===== src/rtl/vid_mix.sv =====
// Video mixer: overlay compositing, colour bars, solid fill or black, selected per frame.
// Fixed two-stage pipeline; syncs and data enable are delayed to match the pixel path.
module vid_mix #(
  parameter int unsigned W    = 24,
  parameter int unsigned N    = 2,
  parameter int unsigned BARW = 160
) (
  input  logic           hdclk,
  input  logic           rstn,
  input  logic           vin_de,
  input  logic           vin_vs,
  input  logic           vin_hs,
  input  logic [W-1:0]   vin_dat,
  input  logic [N*W-1:0] ovl_dat,
  input  logic [N-1:0]   ovl_en,
  input  logic [1:0]     mode_req,
  input  logic [W-1:0]   solid,
  input  logic           mode_upd,
  output logic           vout_de,
  output logic           vout_vs,
  output logic           vout_hs,
  output logic [W-1:0]   vout_dat,
  output logic [1:0]     mode,
  output logic [15:0]    frame_cnt
);

  localparam int unsigned XMax = 8 * BARW;
  localparam int unsigned XW   = $clog2(XMax + 1);
  localparam int unsigned CW   = W / 3;
  localparam logic [XW-1:0] XMaxV  = XW'(XMax);
  localparam logic [XW-1:0] BarWV  = XW'(BARW);
  localparam logic [XW-1:0] SevenV = XW'(7);

  // Stage 1 registers
  logic           de1_q, vs1_q, hs1_q;
  logic [W-1:0]   dat1_q;
  logic [N*W-1:0] ovl1_q;
  logic [N-1:0]   en1_q;
  logic [2:0]     bar1_q;

  // Stage 2 (output) registers
  logic           de2_q, vs2_q, hs2_q;
  logic [W-1:0]   dat2_q;

  // Mode control and line position
  logic [1:0]     mode_q, pend_mode_q;
  logic [W-1:0]   solid_q, pend_solid_q;
  logic [15:0]    fcnt_q;
  logic [XW-1:0]  x_q, x_d, x_cur, x_div;
  logic [2:0]     bar_d, bar_inv;
  logic [W-1:0]   mix_pix, bar_pix, pix_d;
  logic           vs_rise, de_rise;

  // Stage-1 sync registers double as the previous-value taps for edge detection
  assign vs_rise = vin_vs & ~vs1_q;
  assign de_rise = vin_de & ~de1_q;

  always_comb begin
    x_cur = de_rise ? '0 : x_q;
    x_d   = x_q;
    if (vin_de) begin
      x_d = (x_cur == XMaxV) ? x_cur : x_cur + 1'b1;
    end
    x_div = x_cur / BarWV;
    bar_d = (x_div > SevenV) ? 3'd7 : x_div[2:0];
  end

  always_comb begin
    mix_pix = dat1_q;
    // Walk from the highest layer down so the lowest opaque index ends up selected
    for (int i = int'(N) - 1; i >= 0; i--) begin
      if (en1_q[i] && (ovl1_q[i*W +: W] != '0)) begin
        mix_pix = ovl1_q[i*W +: W];
      end
    end
    // Component k (k=0 in the low bits) is lit when bit k of (7-bar) is set
    bar_inv = 3'd7 - bar1_q;
    bar_pix = '0;
    for (int c = 0; c < 3; c++) begin
      bar_pix[c*CW +: CW] = {CW{bar_inv[c]}};
    end
    unique case (mode_q)
      2'd0:    pix_d = mix_pix;
      2'd1:    pix_d = bar_pix;
      2'd2:    pix_d = solid_q;
      default: pix_d = '0;
    endcase
  end

  always_ff @(posedge hdclk or negedge rstn) begin
    if (!rstn) begin
      de1_q        <= 1'b0;
      vs1_q        <= 1'b0;
      hs1_q        <= 1'b0;
      dat1_q       <= '0;
      ovl1_q       <= '0;
      en1_q        <= '0;
      bar1_q       <= '0;
      de2_q        <= 1'b0;
      vs2_q        <= 1'b0;
      hs2_q        <= 1'b0;
      dat2_q       <= '0;
      mode_q       <= 2'd0;
      pend_mode_q  <= 2'd0;
      solid_q      <= '0;
      pend_solid_q <= '0;
      fcnt_q       <= '0;
      x_q          <= '0;
    end else begin
      de1_q  <= vin_de;
      vs1_q  <= vin_vs;
      hs1_q  <= vin_hs;
      dat1_q <= vin_dat;
      ovl1_q <= ovl_dat;
      en1_q  <= ovl_en;
      bar1_q <= bar_d;
      x_q    <= x_d;

      if (mode_upd) begin
        pend_mode_q  <= mode_req;
        pend_solid_q <= solid;
      end
      // A strobe coinciding with the frame edge takes effect on this frame
      if (vs_rise) begin
        mode_q  <= mode_upd ? mode_req : pend_mode_q;
        solid_q <= mode_upd ? solid : pend_solid_q;
        fcnt_q  <= fcnt_q + 16'd1;
      end

      de2_q  <= de1_q;
      vs2_q  <= vs1_q;
      hs2_q  <= hs1_q;
      dat2_q <= de1_q ? pix_d : '0;
    end
  end

  assign vout_de   = de2_q;
  assign vout_vs   = vs2_q;
  assign vout_hs   = hs2_q;
  assign vout_dat  = dat2_q;
  assign mode      = mode_q;
  assign frame_cnt = fcnt_q;

endmodule

===== config.mk =====
export PLATFORM = sky130hd
export DESIGN_NAME = vid_mix
export DESIGN_NICKNAME = d
export VERILOG_FILES = /design/src/rtl/vid_mix.sv
export SDC_FILE = /design/constraint.sdc
export NUM_CORES = 1
export LEC_CHECK = 0
export ABC_CLOCK_PERIOD_IN_PS = 1650
export BUFFER_PORTS_ARGS = -buffer_cell sky130_fd_sc_hd__buf_4
export CAP_MARGIN = 0
export CORE_MARGIN = 5
export CORE_UTILIZATION = 28
export DETAILED_ROUTE_END_ITERATION = 6
export GPL_TIMING_DRIVEN = 0
export MAX_ROUTING_LAYER = met4
export PLACE_DENSITY = 0.47
export SETUP_SLACK_MARGIN = 0.02
export SYNTH_ARGS = -nofsm -noshare
export SYNTH_HDL_FRONTEND = slang
export SYNTH_SLANG_ARGS = --single-unit

===== constraint.sdc =====
create_clock -name hdclk -period 1.65 [get_ports hdclk]
set_input_delay 0.4125 -clock hdclk [delete_from_list [all_inputs] [get_ports hdclk]]
set_output_delay 0.4125 -clock hdclk [all_outputs]
set_load 0.005 [all_outputs]

# Yosys cells after proc, flatten, opt, wreduce, memory -nomap -nowiden
# Index checks and enable logic that the tools add are counted.
# word_totals
input_bits,106
out_inout_bits,45
regBits,186
wordCells,43
# classes
n_lt_le_gt_ge,1
div_mod_pow,1
addsub,3
mux,9
bitwise,4
reduce_logical,5
eq_ne,3
# op_table
operator,count
24-bit 2-to-1 mux,4
24-bit one-hot mux with 3 select lines,1
24-bit nonzero test,2
11-bit 2-to-1 mux,2
"16-bit by 1-bit adder with 16-bit output, second input constant",1
"11-bit by 1-bit adder with 11-bit output, second input constant",1
"11-bit by 8-bit divider with 11-bit output, second input constant",1
"11-bit == test, second input constant",1
"11-bit by 3-bit greater-than comparator with 1-bit output, second input constant",1
3-bit 2-to-1 mux,1
"3-bit subtractor, first input constant",1
1-bit bitwise AND,2
"2-bit by 1-bit == test with 1-bit output, second input constant",1
"2-bit == test, second input constant",1
1-bit logical AND,2
2-bit zero test,1
2-bit 2-to-1 mux,1
1-bit inverter,2

# Longest topological paths before layout
# depth
word_depth,6
ltp_mapped,9
mapped_depth_nobuf,8

# Worst setup path after synthesis
# No wires, ideal clock.
# synth_timing
kind,reg-to-reg
start,register de1_q
end,register x_q[4]
path_stages_with_launch,10
setup_slack_ns,-0.167
arrival_ns,1.685
setup_ns,0.132
period_less_slack_ns,1.817
cell_sequence,dfrtp_1 > nand2b_1 > nand2_1 > ha_1 > nand4b_1 > o31a_1 > buf_6 > nand4_1 > xor2_1 > nor2_1
# synth_between
elab_chain_cells,5
elab_cells_between_ends,6
classes_between,add/sub: 1; eq/ne: 1; mux: 2; bitwise: 2
# synth_rtl
item,line_no,text
from (decl),35,"logic de1_q, vs1_q, hs1_q;"
from (signal assigned),110,de1_q <= vin_de;
1-bit inverter *,56,assign de_rise = vin_de & ~de1_q;
1-bit bitwise AND *,56,
11-bit 2-to-1 mux *,59,x_cur = de_rise ? '0 : x_q;
11-bit by 1-bit adder with 11-bit output / 11-bit == test (equally long branches),62,x_d = (x_cur == XMaxV) ? x_cur : x_cur + 1'b1;
11-bit 2-to-1 mux *,62,
to (signal assigned),108,x_q <= '0;
to (signal assigned),117,x_q <= x_d;
to (decl),49,"logic [XW-1:0] x_q, x_d, x_cur, x_div;"
# Every way passes the cells marked *; elsewhere a longest branch is shown, timed or not.
# A chain may end at the register's enable or synchronous reset.

# Worst setup path after layout
# layout_timing
start,register ovl1_q[24]
end,register dat2_q[0] (netlist: vout_dat[0])
# layout_between
elab_chain_cells,6
# layout_rtl
item,line_no,text
from (decl),37,logic [N*W-1:0] ovl1_q;
from (signal assigned),114,ovl1_q <= ovl_dat;
24-bit nonzero test,72,if (en1_q[i] && (ovl1_q[i*W +: W] != '0)) begin
1-bit logical AND,72,
24-bit 2-to-1 mux * (2 in a row),72,
24-bit one-hot mux with 3 select lines *,82,unique case (mode_q)
24-bit 2-to-1 mux *,133,dat2_q <= de1_q ? pix_d : '0;
to (signal assigned),133,
to (decl),43,logic [W-1:0] dat2_q;
# Marked as above.

==> results.json <==
{
  "placedCellCount": 1100,
  "globalRouteOverflowTotal": 0,
  "worstSetupStartpointType": "register",
  "die_area_um2": 28900,
  "setup_slack_ps": -223,
  "syn_avg_cell_area_um2": 11.6,
  "drt-pass1-iter-count": 5,
  "synth_sequential_area_ratio_pct": 64.9,
  "numCtsBuffers": 17,
  "worst_ep_arrival_time_ps": 2200,
  "fmaxAchievable_mhz": 534,
  "path_category_of_the_worst_min_delay_check": "in -> reg",
  "drive_above_1_share_pct": 42.3,
  "worst_r2r_startpoint": "ovl1_q[24]",
  "synthArstFlopShare_pct": 100,
  "synth.lib_cells_used.distinct": 46,
  "syn-cell-area_um2": 7170,
  "crit_path_cell_trace": "nor4_4 > nand4_1 > o21ai_4 > buf_6 > buf_6 > a221oi_2 > a211oi_2",
  "grt_setup_unrepaired": "yes",
  "worst_setup_hold_path_clk_slew_ps": 70,
  "setup_viol": 33,
  "timing.hold.worst_endpoint": "dat1_q[20]",
  "violations": "negative setup slack",
  "worst_ep_required_time_ps": 1980,
  "p_leak_nw": 4.49,
  "timing.hold.worst_path_depth": 1,
  "critPathCaptureType": "register",
  "finish.instance_area_um2": 10000,
  "slew_viol_final": 0,
  "detail_placement_hpwl_mm": 14.4,
  "crit_path_top_delay_cell": "sky130_fd_sc_hd__dfrtp_1",
  "synth-warning-count": 0,
  "filler_cell_count": 2455,
  "gp_congestion": 0.796,
  "worst_ir_drop_vdd_mv": 0.606,
  "via_count": 5338,
  "grt_pass1_wl_mm": 31.3,
  "cp_common_cell": "sky130_fd_sc_hd__buf_6",
  "insertion_delay_ps": 430,
  "port_buffers": 149,
  "synth_nets": 729,
  "initial_utilization_pct": 28.5,
  "reg2reg_depth": 7,
  "cts_max_path_buffers": 2,
  "ys.flop_type": "sky130_fd_sc_hd__dfrtp_1",
  "worst_clock_skew_ps": 9.67,
  "finish.cell_count_without_fillers": 1150,
  "regToRegSetupSlack_ps": -220,
  "cts_tree": "yes",
  "core_area_um2": 25200,
  "io-pin-count": 151,
  "std_cell_rows": 58,
  "flow.area_growth_from_synthesis_pct": 40.1,
  "number_of_levels_in_the_clock_h_tree": 4,
  "finalHoldViolCount": 0,
  "hold_path_startpoint": "vin_dat[20]",
  "antenna-diode-count": 0,
  "layout.area.seq_um2": 4660,
  "status": "complete, but fails checks",
  "critical_path.reg2reg.endpoint": "vout_dat[0]",
  "synth_edf_count": 0,
  "detailedRoute.firstIterationViolations": 219,
  "ant_nets": 0,
  "drc": 0,
  "critical_path.max_fanout": 3,
  "worst_pin_slew_ps": 898,
  "slew-limit-headroom_pct": 40.2,
  "die-width_um": 170,
  "synth.ff_latch_count": 186,
  "power.density_nw_per_um2": 1130,
  "first_global_vias": 5615,
  "grt_max_degree": 106,
  "multi_input_area_um2": 2790,
  "power_mw": 11.4,
  "die_h_um": 170,
  "layout_worst_path_cycle_share_pct": 114,
  "clockRootBuffer": "sky130_fd_sc_hd__clkbuf_16",
  "grt_antenna_before_repair": 0,
  "post_drt_wl_per_cell_um": 17.7,
  "placed_area_um2": 8740,
  "drt-total-wl_mm": 20.4,
  "syn_inst": 620,
  "path_class": "reg -> reg",
  "clock-sinks": 186,
  "routed_via_density": 4.64,
  "fin_nets": 916,
  "slowest_delay_ps": 410,
  "globalRouteTotalUtil_pct": 14.4,
  "fin_crit_ps": 1870,
  "drv.max_cap_violation_count": 0
}
## cell type report
cell class	instances	share of cell area, %
Timing Repair Buffer	172	13.7
Sequential cell	186	46.4
Multi-Input combinational cell	391	27.8
Tap cell	330	4.11
Inverter	8	0.299
Buffer	31	2.04
Clock buffer	18	4.27
Clock inverter	14	1.31
## worst max-delay path by stage
stage	startpoint	end	cells after the start
CTS	ovl1_q[27]	vout_dat[10]	7
finish	ovl1_q[24]	vout_dat[0]	7
global route	ovl1_q[24]	vout_dat[20]	7
floorplan	x_q[5]	x_q[4]	7
detailed placement	ovl1_q[24]	vout_dat[22]	6
global placement	rstn	dat1_q[19]	1
## logic make-up (layout without fill, tap and decap cells)
group	after synthesis	in the layout	synth area share (%)
muxes	28	28	4.43
xor gates and xnor gates	22	22	2.69
buffers and inverters	43	243	2.65
DFF	186	186	64.9
and+or+nand+nor	236	236	14.9
adders and majority gates	4	4	0.663
AOI/OAI and AO/OA	101	101	9.72
## sequential cells by signal (all words and copies together) (netlist names)
| signal | cells |
|---|---|
| bar1_q | 3 |
| dat1_q | 24 |
| de1_q | 1 |
| en1_q | 2 |
| frame_cnt | 16 |
| hs1_q | 1 |
| mode | 2 |
| ovl1_q | 48 |
| pend_mode_q | 2 |
| pend_solid_q | 24 |
| solid_q | 24 |
| vout_dat | 24 |
| vout_de | 1 |
| vout_hs | 1 |
| vout_vs | 1 |
| vs1_q | 1 |
| x_q | 11 |
## through the flow
stage / hold slack (ps) / setup TNS (ps) / setup WS (ps) / utilization (%)
3_3_place_gp: 345 / -225720 / -1110 / 34.6
5_1_grt: 56.9 / -8640 / -314 / 39.9
2_1_floorplan: 117 / -296 / -87.9 / -
4_1_cts: 61.5 / -5020 / -205 / 39.1
6_report: 85.7 / -5830 / -223 / 39.9
3_5_place_dp: 346 / -22350 / -595 / 34.7
## cell usage after synthesis (10+ instances only)
cell type,n,area [um2]
sky130_fd_sc_hd__nor4_1,12,75.1
sky130_fd_sc_hd__nand2_1,96,360
sky130_fd_sc_hd__xnor2_1,10,87.6
sky130_fd_sc_hd__a211oi_1,26,195
sky130_fd_sc_hd__nor3_1,25,125
sky130_fd_sc_hd__mux2_2,26,293
sky130_fd_sc_hd__nor2_1,64,240
sky130_fd_sc_hd__a21oi_1,33,165
sky130_fd_sc_hd__a221oi_1,24,210
sky130_fd_sc_hd__nand4_1,12,75.1
sky130_fd_sc_hd__buf_2,10,50.1
sky130_fd_sc_hd__dfrtp_1,186,4650
sky130_fd_sc_hd__clkbuf_1,19,71.3
sky130_fd_sc_hd__xor2_1,12,105
## routing by layer
layer | track usage, % | part of all wire [%] | vias up
li1 | - | - | 2553
met1 | 18.2 | 44 | 2642
met2 | 23.8 | 51 | 126
met3 | 3.51 | 4.7 | 17
met4 | 3.19 | 0.88 | 0
met5 | - | 0 | -
## critical path, delay by kind of cell (launching register included)
kind	cells	cell delay (ps)
compound gates	3	530
flops	1	410
buf+inv	2	270
simple gates	2	570
## placed cells by master (no fill, tap or decap), types with 15 or more instances in the layout
cell type / count
sky130_fd_sc_hd__dfrtp_1: 182
sky130_fd_sc_hd__buf_4: 163
sky130_fd_sc_hd__nand2_1: 91
sky130_fd_sc_hd__nor2_1: 49
sky130_fd_sc_hd__a21oi_1: 31
sky130_fd_sc_hd__mux2_2: 26
sky130_fd_sc_hd__nor3_1: 24
sky130_fd_sc_hd__a221oi_2: 22
sky130_fd_sc_hd__clkbuf_16: 18
sky130_fd_sc_hd__a211oi_2: 17
sky130_fd_sc_hd__nor2_2: 15
## where the power goes
part	switching (mW)	internal, mW
clock	1.93	1.99
combinational	0.988	1.03
sequential	0.379	5.03
total	3.30	8.06
## what timing repair did
action | 4_1_cts | 5_1_grt
pin swaps | 62 | 13
resized for setup | 101 | 41
hold buffers | 1 | 0
setup buffers | 13 | 5
gates cloned | 2 | 1
endpoints found under the hold margin | 34 | 0
setup endpoints to repair | 47 | 138
(Power assumes the default switching activity.)
